**src/rtl/pwm_multi_analyzer.sv**
```systemverilog
// Multi-channel PWM high-pulse width analyzer: per-channel synchroniser, width FSM,
// hysteretic NONE/LOW/MID/HIGH classification, dead-channel timeout and width read-back.
module pwm_multi_analyzer #(
  parameter int N_CH      = 4,
  parameter int CNT_W     = 12,
  parameter int MAX_COUNT = 2000,
  parameter int HIGH_TH   = 1900,
  parameter int LOW_TH    = 1100,
  parameter int HYST      = 20,
  parameter int TO_W      = 16,
  parameter int TIMEOUT   = 25000,
  parameter int SEL_W     = 2
) (
  input  logic                clk,
  input  logic                rst,
  input  logic                en,
  input  logic [N_CH-1:0]     pwm_in,
  input  logic [SEL_W-1:0]    rd_sel,
  output logic [2*N_CH-1:0]   cls,
  output logic [N_CH-1:0]     meas_vld,
  output logic [N_CH-1:0]     ovf,
  output logic [CNT_W-1:0]    rd_width
);

  typedef enum logic {IDLE = 1'b0, MEAS = 1'b1} state_t;

  localparam logic [1:0] CLS_NONE = 2'b00;
  localparam logic [1:0] CLS_LOW  = 2'b01;
  localparam logic [1:0] CLS_MID  = 2'b10;
  localparam logic [1:0] CLS_HIGH = 2'b11;

  logic [N_CH-1:0]  sync_p0, sync_p1, sync_p2;
  logic             vld_p0, vld_p1, vld_p2;
  logic [N_CH-1:0]  rise, fall, tmo;
  logic [N_CH-1:0]  lat_p1;
  state_t           state_q [N_CH];
  state_t           state_d [N_CH];
  logic [CNT_W-1:0] cnt_q   [N_CH];
  logic [CNT_W-1:0] width_q [N_CH];
  logic [TO_W-1:0]  to_cnt_q [N_CH];
  logic [CNT_W-1:0] rd_mux;

  function automatic logic [CNT_W-1:0] cnt_inc(input logic [CNT_W-1:0] v);
    return (v >= CNT_W'(MAX_COUNT)) ? CNT_W'(MAX_COUNT) : v + 1'b1;
  endfunction

  function automatic logic [TO_W-1:0] to_inc(input logic [TO_W-1:0] v);
    return (v >= TO_W'(TIMEOUT)) ? TO_W'(TIMEOUT) : v + 1'b1;
  endfunction

  function automatic logic [1:0] classify(input logic [CNT_W-1:0] w, input logic [1:0] p);
    if (p == CLS_HIGH && w >= CNT_W'(HIGH_TH - HYST)) return CLS_HIGH;
    if (p == CLS_LOW  && w <= CNT_W'(LOW_TH + HYST))  return CLS_LOW;
    if (w >= CNT_W'(HIGH_TH)) return CLS_HIGH;
    if (w <= CNT_W'(LOW_TH))  return CLS_LOW;
    return CLS_MID;
  endfunction

  // Edges are masked until the third flop holds a real pad sample, so a pad that is
  // already high when reset releases is not mistaken for a fresh rise.
  assign rise = sync_p1 & ~sync_p2 & {N_CH{vld_p2}};
  assign fall = ~sync_p1 & sync_p2;

  always_comb begin
    tmo = '0;
    for (int i = 0; i < N_CH; i++) begin
      tmo[i]     = (to_cnt_q[i] == TO_W'(TIMEOUT)) && !rise[i];
      state_d[i] = state_q[i];
      if (!en)                                 state_d[i] = IDLE;
      else if (state_q[i] == IDLE && rise[i])  state_d[i] = MEAS;
      else if (tmo[i])                         state_d[i] = IDLE;
      else if (state_q[i] == MEAS && fall[i])  state_d[i] = IDLE;
    end
  end

  always_ff @(posedge clk or posedge rst) begin
    if (rst) begin
      for (int i = 0; i < N_CH; i++) state_q[i] <= IDLE;
    end else begin
      for (int i = 0; i < N_CH; i++) state_q[i] <= state_d[i];
    end
  end

  always_comb begin
    rd_mux = '0;
    for (int i = 0; i < N_CH; i++)
      if (SEL_W'(i) == rd_sel) rd_mux = width_q[i];
  end

  always_ff @(posedge clk or posedge rst) begin
    if (rst) begin
      sync_p0  <= '0;
      sync_p1  <= '0;
      sync_p2  <= '0;
      vld_p0   <= 1'b0;
      vld_p1   <= 1'b0;
      vld_p2   <= 1'b0;
      lat_p1   <= '0;
      cls      <= '0;
      meas_vld <= '0;
      ovf      <= '0;
      rd_width <= '0;
      for (int i = 0; i < N_CH; i++) begin
        cnt_q[i]    <= '0;
        width_q[i]  <= '0;
        to_cnt_q[i] <= '0;
      end
    end else begin
      // p0 -> p2: synchroniser and edge-detect stages
      sync_p0 <= pwm_in;
      sync_p1 <= sync_p0;
      sync_p2 <= sync_p1;
      vld_p0  <= 1'b1;
      vld_p1  <= vld_p0;
      vld_p2  <= vld_p1;
      for (int i = 0; i < N_CH; i++) begin
        meas_vld[i] <= 1'b0;
        lat_p1[i]   <= 1'b0;
        if (!en) begin
          to_cnt_q[i]  <= '0;
          cls[2*i +: 2] <= CLS_NONE;
        end else begin
          to_cnt_q[i] <= rise[i] ? '0 : to_inc(to_cnt_q[i]);
          // p1: width was latched last cycle, strobe and reclassify now
          if (lat_p1[i]) begin
            meas_vld[i]   <= 1'b1;
            cls[2*i +: 2] <= classify(width_q[i], cls[2*i +: 2]);
          end
          if (tmo[i]) begin
            meas_vld[i]   <= 1'b0;
            cls[2*i +: 2] <= CLS_NONE;
          end
          if (state_q[i] == IDLE) begin
            if (rise[i]) cnt_q[i] <= CNT_W'(1);
          end else if (!tmo[i]) begin
            if (fall[i]) begin
              width_q[i] <= cnt_q[i];
              ovf[i]     <= (cnt_q[i] == CNT_W'(MAX_COUNT));
              lat_p1[i]  <= 1'b1;
            end else if (sync_p1[i]) begin
              cnt_q[i] <= cnt_inc(cnt_q[i]);
            end
          end
        end
      end
      rd_width <= rd_mux;
    end
  end

endmodule

```
**config.mk**
```make
export PLATFORM = sky130hd
export DESIGN_NAME = pwm_multi_analyzer
export DESIGN_NICKNAME = d
export VERILOG_FILES = /design/src/rtl/pwm_multi_analyzer.sv
export SDC_FILE = /design/constraint.sdc
export NUM_CORES = 1
export LEC_CHECK = 0
export BUFFER_PORTS_ARGS = -buffer_cell sky130_fd_sc_hd__buf_4
export CAP_MARGIN = 20
export CORE_ASPECT_RATIO = 1.25
export CORE_UTILIZATION = 37
export DETAILED_ROUTE_END_ITERATION = 16
export GPL_ROUTABILITY_DRIVEN = 0
export PLACE_DENSITY_LB_ADDON = 0.05
export SETUP_SLACK_MARGIN = 0.2
export SYNTH_ARGS = -nofsm -noshare
export SYNTH_HDL_FRONTEND = slang
export SYNTH_SLANG_ARGS = --single-unit
```
**constraint.sdc**
```tcl
create_clock -name clk -period 6.17 [get_ports clk]
set_input_delay 0 -clock clk [delete_from_list [all_inputs] [get_ports clk]]
set_output_delay 0 -clock clk [all_outputs]
set_load 0.03 [all_outputs]
```
==> results of run 1 <==
-- per-stage QoR --
stage          instances  setup WS, ns  hold slack (ns)  area, um^2  power (mW)
5_1_grt             1407          3.63           0.0489       12000        3.42
3_5_place_dp        1354          3.78            0.111       11100        1.84
3_3_place_gp        1354          3.82            0.109       11100        1.84
6_report            1407          3.82           0.0291       12000        3.27
2_1_floorplan        990         0.404           0.0314       10500        1.74
4_1_cts             1407          3.78           0.0264       12000        3.32
-- state kept, by name (all words and copies together), names as in the netlist --
name,flops
vld_p2,1
width_q,48
meas_vld,4
vld_p1,1
to_cnt_q,64
state_q,4
cnt_q,48
rd_width,12
cls,8
sync_p2,4
sync_p0,4
ovf,4
sync_p1,4
vld_p0,1
lat_p1,4
-- cell usage after synthesis (4+ instances only) --
| cell type | number |
|---|---|
| and3_1 | 22 |
| nor4_1 | 5 |
| nor2_1 | 83 |
| buf_6 | 5 |
| buf_2 | 11 |
| mux4_2 | 12 |
| nand2_1 | 63 |
| nor3_1 | 22 |
| ha_1 | 16 |
| xnor2_1 | 24 |
| nand2b_1 | 8 |
| and4_1 | 7 |
| nand4_1 | 23 |
| o2111a_1 | 4 |
| nand3_1 | 64 |
| dfrtp_1 | 211 |
| a21boi_0 | 5 |
| o21bai_1 | 7 |
| o22ai_1 | 5 |
| xor2_1 | 27 |
| a31oi_1 | 7 |
| nor4b_1 | 6 |
| a31o_2 | 6 |
| a21o_1 | 8 |
| nor3b_1 | 4 |
| nor2b_1 | 11 |
| o31ai_1 | 6 |
| inv_1 | 39 |
| a21oi_1 | 86 |
| o21a_1 | 5 |
| and4b_1 | 4 |
| clkbuf_1 | 6 |
| and2_1 | 7 |
| mux2_2 | 25 |
| mux2_4 | 23 |
| o21ai_0 | 51 |
-- power by group through the flow --
| stage | Sequential (mW) | Clock [mW] | Combinational [mW] |
|---|---|---|---|
| 4_1_cts | 1.56 | 1.50 | 0.262 |
| 3_5_place_dp | 1.58 | 0 | 0.258 |
| 6_report | 1.56 | 1.46 | 0.255 |
| 5_1_grt | 1.57 | 1.56 | 0.290 |
| 2_1_floorplan | 1.56 | 0 | 0.179 |
| 3_3_place_gp | 1.58 | 0 | 0.256 |
-- layout make-up --
class | count | area, um^2
Clock inverter | 11 | 90.1
Timing Repair Buffer | 45 | 355
Sequential cell | 211 | 5280
Tap cell | 350 | 438
Inverter | 39 | 154
Clock buffer | 35 | 723
Fill cell | 2663 | 15800
Multi-Input combinational cell | 716 | 4960
-- logic make-up after synthesis --
group | after synthesis
compound gates | 221
xor+xnor | 51
buf+inv | 63
flops | 211
simple gates | 361
mux | 62
fa+ha+maj | 16
other cells | 2
-- critical path: cells and delay by family, from the launching register on --
family / cells / cell delay [ns]
fa+ha+maj: 1 / 0.18
buf+inv: 1 / 0.07
flops: 1 / 0.42
mux: 1 / 0.41
simple gates: 3 / 1.14
-- per-layer routing --
layer  vias up  GRT usage [%]  routed length (um)
met3        47           2.59                 865
met1      3714           22.8               11300
li1       3707              -                   -
met4         0           5.44                 563
met5         -              0                   0
met2       109           31.4               12500
-- final timing paths --
| kind | startpoint | to | slack (ns) |
|---|---|---|---|
| worst max register to register | to_cnt_q[0] | width_q[5] | 3.82 |
| worst min register to register | sync_p0[2] | sync_p1[2] | 0.35 |
| worst min-delay path | rd_sel[0] | rd_width[11] | 0.03 |
| max in group asynchronous | rst | width_q[23] | 4.70 |
| min in group asynchronous | rst | to_cnt_q[50] | 0.10 |
| worst max-delay path | to_cnt_q[0] | width_q[5] | 3.82 |
==> results.ini, run 1 <==
[outcome]
status=finished, final reports clean

[synth]
synth-seq-area-share_pct=50.1
ys_warn_count=0
synth_edf_count=0
synthTopCellsByArea=dfrtp_1 (50%), a21oi_1 (4.1%), mux2_4 (3.3%), nand3_1 (3.0%), nor2_1 (3.0%)
syn_inst=987
synth_compound_area_share_pct=13.1
synth_cell_types=86
synthFlopType=dfrtp_1
muxShareOfSynthArea_pct=8.72
synth_top_area_share_pct=50.1
synth_fa_ha_area_share_pct=1.90
synth_area_per_cell_um2=10.7
synth_top_family_by_area=simple AND/OR/NAND/NOR gates
yosys.area_share.simple_pct=18.9
synth_seq_cells=211
synthXorXnorAreaFrac_pct=4.24
syn-cell-area_mm2=0.0105
async_flop_share_pct=100
synth_top_area_cell=dfrtp_1

[pwr]
power.density_mw_per_mm2=272
netSwitchingFraction_pct=25.7
vdd_ir_drop_max_mv=0.167
pwr-share-comb_pct=7.8
p_switching_mw=0.842
p_int_mw=2.43
p_clk_share_pct=44.5
pwr-share-seq_pct=47.7
cellLeakagePower_nw=5.36

[setup_path]
slowest_delay_ns=0.80
crit_arrival_ns=2.75
crit_path_max_fanout=15
end_kind=register
critPathKind=reg2reg
critPathSlowestCell=nor4b_4
critPathRequiredTime_ns=6.58
cp_cell_sequence=inv_1, ha_1, and4_1, nand4_1, nor4b_4, mux2_2
reg2regPathDepth=6
start_kind=register

[die]
chipWidth_um=153
core_area_mm2=0.0278
io_pins=37
die_h_um=191
rows=68
initial_core_util_pct=37.9
die_area_mm2=0.0291

[grt]
grt_pass1_wl_um=42200
grt_overflow=0
grt_max_degree=83
grt_util_all_layers_pct=17.9
grt_pass1_vias=7771
antenna_found_initial=0

[timing]
setup_tns_ns=0
clock_skew_ns=0.0138
relSlewSlack_pct=37.4
min_period_ns=2.35
slew_violations=0
finalCritPeriodShare_pct=38.0
fmax_mhz=426
setup_viol=0
hold_viol_final=0
worstMarginPinSlew_ns=0.936
rsz0062_at_grt=no

[clocking]
cts_hold_buf=7
cts_buffers=25
htreeDepth=1
cts_tree=built
clk_path_buf_depth=3
cts.sinks=211
ctsResizeCount=0
path_clk_slew_ns=0.06
clkLatencyLatePin_ns=0.53
cts-root-buf=clkbuf_16
post_cts_buffers=0

[route]
ant_nets=0
wl_per_cell_um=17.9
drt_iter0_drc=341
postRouteWirelength_um=25200
vias=7577
drc=0
via_per_inst=5.39
firstDrtPassIters=5

[layout]
final_util_pct=43.1
layout_common_cells=dfrtp_1 (211), a21oi_1 (86), nor2_1 (83)
final_common_cell=dfrtp_1
nNetsFinal=1063
diodes=0
final_layout_size_suffix_gt1_share_pct=16.3
area_delta_synth_final_pct=13.9

[place]
dp_hpwl_um=17300
io_buffers=36

[hold_path]
worst_hold_path_type=in2reg
hold_path_depth=2

[job]
cap_violations=0

(Power assumes the default switching activity.)
==> inputs of run 2 (changes only) <==
--- a/config.mk
+++ b/config.mk
@@ -5,6 +5,7 @@
 export SDC_FILE = /design/constraint.sdc
 export NUM_CORES = 1
 export LEC_CHECK = 0
+export ABC_AREA = 1
 export BUFFER_PORTS_ARGS = -buffer_cell sky130_fd_sc_hd__buf_4
 export CAP_MARGIN = 20
 export CORE_ASPECT_RATIO = 1.25
==> constraint.sdc (replaced) <==
create_clock -name clk -period 2.2 [get_ports clk]
set_input_delay 0 -clock clk [delete_from_list [all_inputs] [get_ports clk]]
set_output_delay 0 -clock clk [all_outputs]
set_load 0.03 [all_outputs]
==> run 2 against run 1 <==
Non-clock buffer count up 5. Wire length up 8.4%. Count of clock-buffer cells in the layout up 3.
==> results.ini, run 2 <==
[outcome]
status=finished, final reports clean

[pwr]
total_power_mw=9.70
vdd_ir_drop_max_mv=0.670
cellLeakagePower_nw=6.06
power.density_mw_per_mm2=743

[synth]
synth_top_area_cell=dfrtp_1
synth_seq_cells=211
synth_top_area_share_pct=46.2
synthFlopType=dfrtp_1
synth_edf_count=0
synthTopCellsByArea=dfrtp_1 (46%), nand2_1 (13%), inv_1 (6.7%), nor2_1 (6.0%), nand3_1 (4.1%)
synth.most_common_cell=nand2_1
ys_warn_count=0
async_flop_share_pct=100
netlist_top_cells_count=nand2_1 (409), dfrtp_1 (211), inv_1 (205)
syn_inst=1516
syn-cell-area_mm2=0.0114
synth-seq-area-share_pct=46.2
synth_cell_types=46
synth_area_per_cell_um2=7.54

[hold_path]
worst_hold_path_type=in2reg
hold_path_depth=2
hold_start=pwm_in[0]
holdPathEnd=sync_p0[0]

[layout]
diodes=0
largest_reg_flops=64
nNetsFinal=1601
area_delta_synth_final_pct=14.2
final_util_pct=43.2
layout_common_cells=nand2_1 (409), dfrtp_1 (211), inv_1 (204)
final_common_cell=nand2_1
regMostFlops=to_cnt_q
top_regs=to_cnt_q (64), cnt_q (48), width_q (48)
final_layout_size_suffix_gt1_share_pct=8.85

[setup_path]
critPathKind=reg2reg
crit_path_max_fanout=18
timing.rr.start=vld_p2
r2r-end=width_q[1]
cp_cell_sequence=nand3_1, nand3_2, nand2_2, nor2_4, buf_4, nand2_1, o21ai_1
crit_arrival_ns=2.24
start_kind=register
slowest_delay_ns=0.57
crit_buf_inv=1
critPathSlowestCell=dfrtp_1
end_kind=register
critPathTopFamily=simple AND/OR/NAND/NOR gates
startpoint=vld_p2
ff2ff_setup_slack_ns=0.43
critPathRequiredTime_ns=2.66
reg2regPathDepth=7

[route]
vias=9473
firstDrtPassIters=5
postRouteWirelength_um=27300
drc=0
drt_iter0_drc=451
ant_nets=0
via_per_inst=4.75
wl_per_cell_um=13.7

[clocking]
cts_buffers=26
cts.sinks=211
clkLatencyLatePin_ns=0.53
cts-root-buf=clkbuf_16
path_clk_slew_ns=0.06
post_cts_buffers=0
cts_tree=built
htreeDepth=1
clk_path_buf_depth=3

[grt]
grt_max_degree=75
grt_util_all_layers_pct=17.8
grt_pass1_vias=9349
antenna_found_initial=0
grt_overflow=0
grt_pass1_wl_um=46400

[timing]
fmax_mhz=564
clock_skew_ns=0.00681
setup_viol=0
min_period_ns=1.77
hold_viol_final=0
whs_ns=0.120
finalCritPeriodShare_pct=80.6
slew_violations=0
final.setup.worst_slack_ns=0.427
relSlewSlack_pct=53.1
setup_tns_ns=0
rsz0062_at_grt=no
worstMarginPinSlew_ns=0.700

[die]
die_area_mm2=0.0316
io_pins=37
initial_core_util_pct=37.8
die_h_um=198
chipWidth_um=159
core_area_mm2=0.0302
rows=71

[place]
pre_cts_ws_ns=0.354
io_buffers=36
dp_hpwl_um=20000

[job]
cap_violations=0

==> run 2: cell count changes in the layout (fill, tap and decap cells not counted), moves of 29 or more <==
cell / before / now
nand2_1: 63 / 409
inv_1: 38 / 204
a21oi_1: 86 / 47
nor2_1: 83 / 183
o21ai_1: 1 / 45
o21ai_0: 51 / 86
nand3_1: 64 / 93
==> run 2: through the flow <==
step | area [um^2] | std cells
after global placement | 12100 | 1939
after CTS | 13000 | 1994
after floorplan | 11400 | 1519
after detailed placement | 12100 | 1939
after global routing | 13100 | 1994
final | 13100 | 1994
==> run 2: cell type report <==
type,instances,area [um^2]
inverters,217,818
well taps,401,502
flip-flops and latches,211,5280
multi-input cells,1070,5180
repair buffers,50,438
clock inverters,7,65.1
clock buffers,38,767
fillers,3165,17100
==> run 2: routing by layer <==
| layer | global-route usage, % | vias to the layer above | routed length (um) |
|---|---|---|---|
| met3 | 2.44 | 39 | 921 |
| met4 | 5.20 | 0 | 499 |
| met1 | 23.6 | 4370 | 13000 |
| met2 | 30.4 | 120 | 12900 |
| li1 | - | 4944 | - |
| met5 | 0 | - | 0 |
==> run 2: worst max-delay path by stage <==
stage	endpoint	slack (ns)	cells after the start
6_report	width_q[1]	0.43	7
5_1_grt	to_cnt_q[42]	0.21	7
4_1_cts	width_q[46]	0.34	10
3_5_place_dp	width_q[46]	0.35	10
3_3_place_gp	width_q[46]	0.37	10
2_1_floorplan	cls[0]	-0.54	1
==> run 2: cell families after synthesis <==
logic type | after synthesis | share of synthesized area (%)
AND/OR/NAND/NOR | 805 | 30.7
buffers and inverters | 238 | 8.64
flip-flops | 211 | 46.2
AO/OA/AOI/OAI | 205 | 9.60
XOR/XNOR | 39 | 2.99
adder cells (fa/ha/maj) | 16 | 1.75
other | 2 | 0.0657
==> run 2: where the power goes <==
group          internal, mW  switching (mW)
clock network          2.51            1.67
registers              4.13           0.241
logic                 0.380           0.760
==> run 2: repair_timing <==
item,4_1_cts,5_1_grt
resized for setup,0,2
hold endpoints to repair,240,0
setup endpoints to repair,0,4
hold buffers,10,0
==> inputs of run 3 (changes only) <==
==> constraint.sdc (replaced) <==
create_clock -name clk -period 1.85 [get_ports clk]
set_input_delay 0 -clock clk [delete_from_list [all_inputs] [get_ports clk]]
set_output_delay 0 -clock clk [all_outputs]
set_load 0.03 [all_outputs]
==> run 3 against run 2 <==
First-iteration DRC count grew 31%. Clock power grew 24%. Non-clock buffer count grew 67. Count of clock-buffer cells in the layout grew 4. Highest routed layer unchanged.
==> results.ini, run 3 (synthesized netlist as in run 2, its figures left out) <==
[outcome]
status=finished, final reports clean

[clocking]
htreeDepth=1
cts-root-buf=clkbuf_16
cts_tree=built
cts.sinks=211
clkLatencyLatePin_ns=0.54
path_clk_slew_ns=0.06
cts_buffers=26
clk_path_buf_depth=3

[grt]
grt_overflow=0
grt_util_all_layers_pct=18.0
use_met2_pct=30.8
grt_pass1_wl_um=46600
busiest_layer=met2
use_met3_pct=2.17
grt_util_met1_pct=24.1
grt_max_degree=44
grt_pass1_vias=9347
antenna_found_initial=0

[route]
via_per_inst=4.76
postRouteWirelength_um=28800
firstDrtPassIters=5
ant_nets=0
drc=0
vias=9834
wl_per_cell_um=13.9
drt_iter0_drc=590

[layout]
final_layout_size_suffix_gt1_share_pct=16.7
fillCellCount=3049
final_cell_count_no_fill=2066
largest_reg_flops=64
layout_common_cells=nand2_1 (399), dfrtp_1 (201), inv_1 (195)
postLayoutCellArea_mm2=0.0141
area_delta_synth_final_pct=23.1
nNetsFinal=1671
regMostFlops=to_cnt_q
diodes=0
top_regs=to_cnt_q (64), cnt_q (48), width_q (48)
final_common_cell=nand2_1

[setup_path]
critPathSlowestCell=dfrtp_1
slowest_delay_ns=0.42
critPathTopFamily=simple AND/OR/NAND/NOR gates
crit_buf_inv=2
crit_arrival_ns=2.10
end_kind=register
reg2regPathDepth=8
start_kind=register
critPathKind=reg2reg
crit_path_max_fanout=7
worst-path-stages=8
critPathRequiredTime_ns=2.33
cp_cell_sequence=inv_1, nand4_1, nor2_4, nand4_1, buf_4, nand2_8, nand2_1, nand2_1

[timing]
slew_violations=0
setup_viol=0
clock_skew_ns=0.0147
relSlewSlack_pct=53.6
finalCritPeriodShare_pct=87.6
setup_tns_ns=0
rsz0062_at_grt=yes
worstMarginPinSlew_ns=0.693
min_period_ns=1.62
hold_viol_final=0
fmax_mhz=617

[place]
dp_hpwl_um=20600
placed_cell_area_mm2=0.0124
io_buffers=36
placedCellCount=1969

[die]
io_pins=37
chipWidth_um=159
initial_core_util_pct=37.8
die_area_mm2=0.0316
die_h_um=198
core_area_mm2=0.0302
rows=71

[pwr]
cellLeakagePower_nw=6.53
vdd_ir_drop_max_mv=0.726
power.density_mw_per_mm2=846
total_power_mw=11.9

[job]
cap_violations=0

[hold_path]
worst_hold_path_type=in2async

## run 3: worst min-delay path, cell delays in order
cell and delay, ns:
dlygate4sd3_1 0.53, buf_4 0.14, clkinvlp_4 0.42
## run 3: through the flow
step	setup slack [ns]	util, %	hold WS, ns
4_1_cts	0.203	44.3	0.0792
3_5_place_dp	0.154	41.0	0.110
5_1_grt	0.129	46.6	0.104
3_3_place_gp	0.168	41.0	0.110
2_1_floorplan	-0.892	-	0.0314
6_report	0.230	46.6	0.0978
## run 3: power breakdown
part / total (mW) / switching (mW) / internal [mW]
clock: 5.18 / 1.99 / 3.19
combinational: 1.55 / 0.988 / 0.563
sequential: 5.17 / 0.261 / 4.91
## run 3: layout make-up
| class | instances | area (um^2) | area share (%) |
|---|---|---|---|
| clock buffer | 42 | 792 | 5.63 |
| clock inverter | 5 | 78.8 | 0.560 |
| multi-input combinational | 1073 | 5540 | 39.4 |
| timing repair buffer | 117 | 1050 | 7.44 |
| tap | 401 | 502 | 3.57 |
| sequential | 211 | 5290 | 37.6 |
| inverter | 217 | 818 | 5.82 |
## run 3: what timing repair did
item	CTS	global route
endpoints found under the setup margin	22	134
hold buffers	9	0
pin swaps	2	34
buffers inserted	4	32
endpoints found under the hold margin	175	0
gates cloned	0	5
resized for setup	2	108
## run 3: metal layers
layer	up-vias	wire, um
met5	-	0
met4	0	469
met3	31	963
met2	130	13800
met1	4566	13600
li1	5107	-
## run 3: worst paths after layout
path	start	end	slack (ns)
worst max-delay path	to_cnt_q[20]	cnt_q[21]	0.23
worst min-delay path	rst	cnt_q[23]	0.1
worst max register to register	to_cnt_q[20]	cnt_q[21]	0.23
worst min register to register	vld_p0	vld_p1	0.34
max in group asynchronous	rst	cnt_q[2]	1.10
min in group clk	pwm_in[1]	sync_p0[1]	0.12
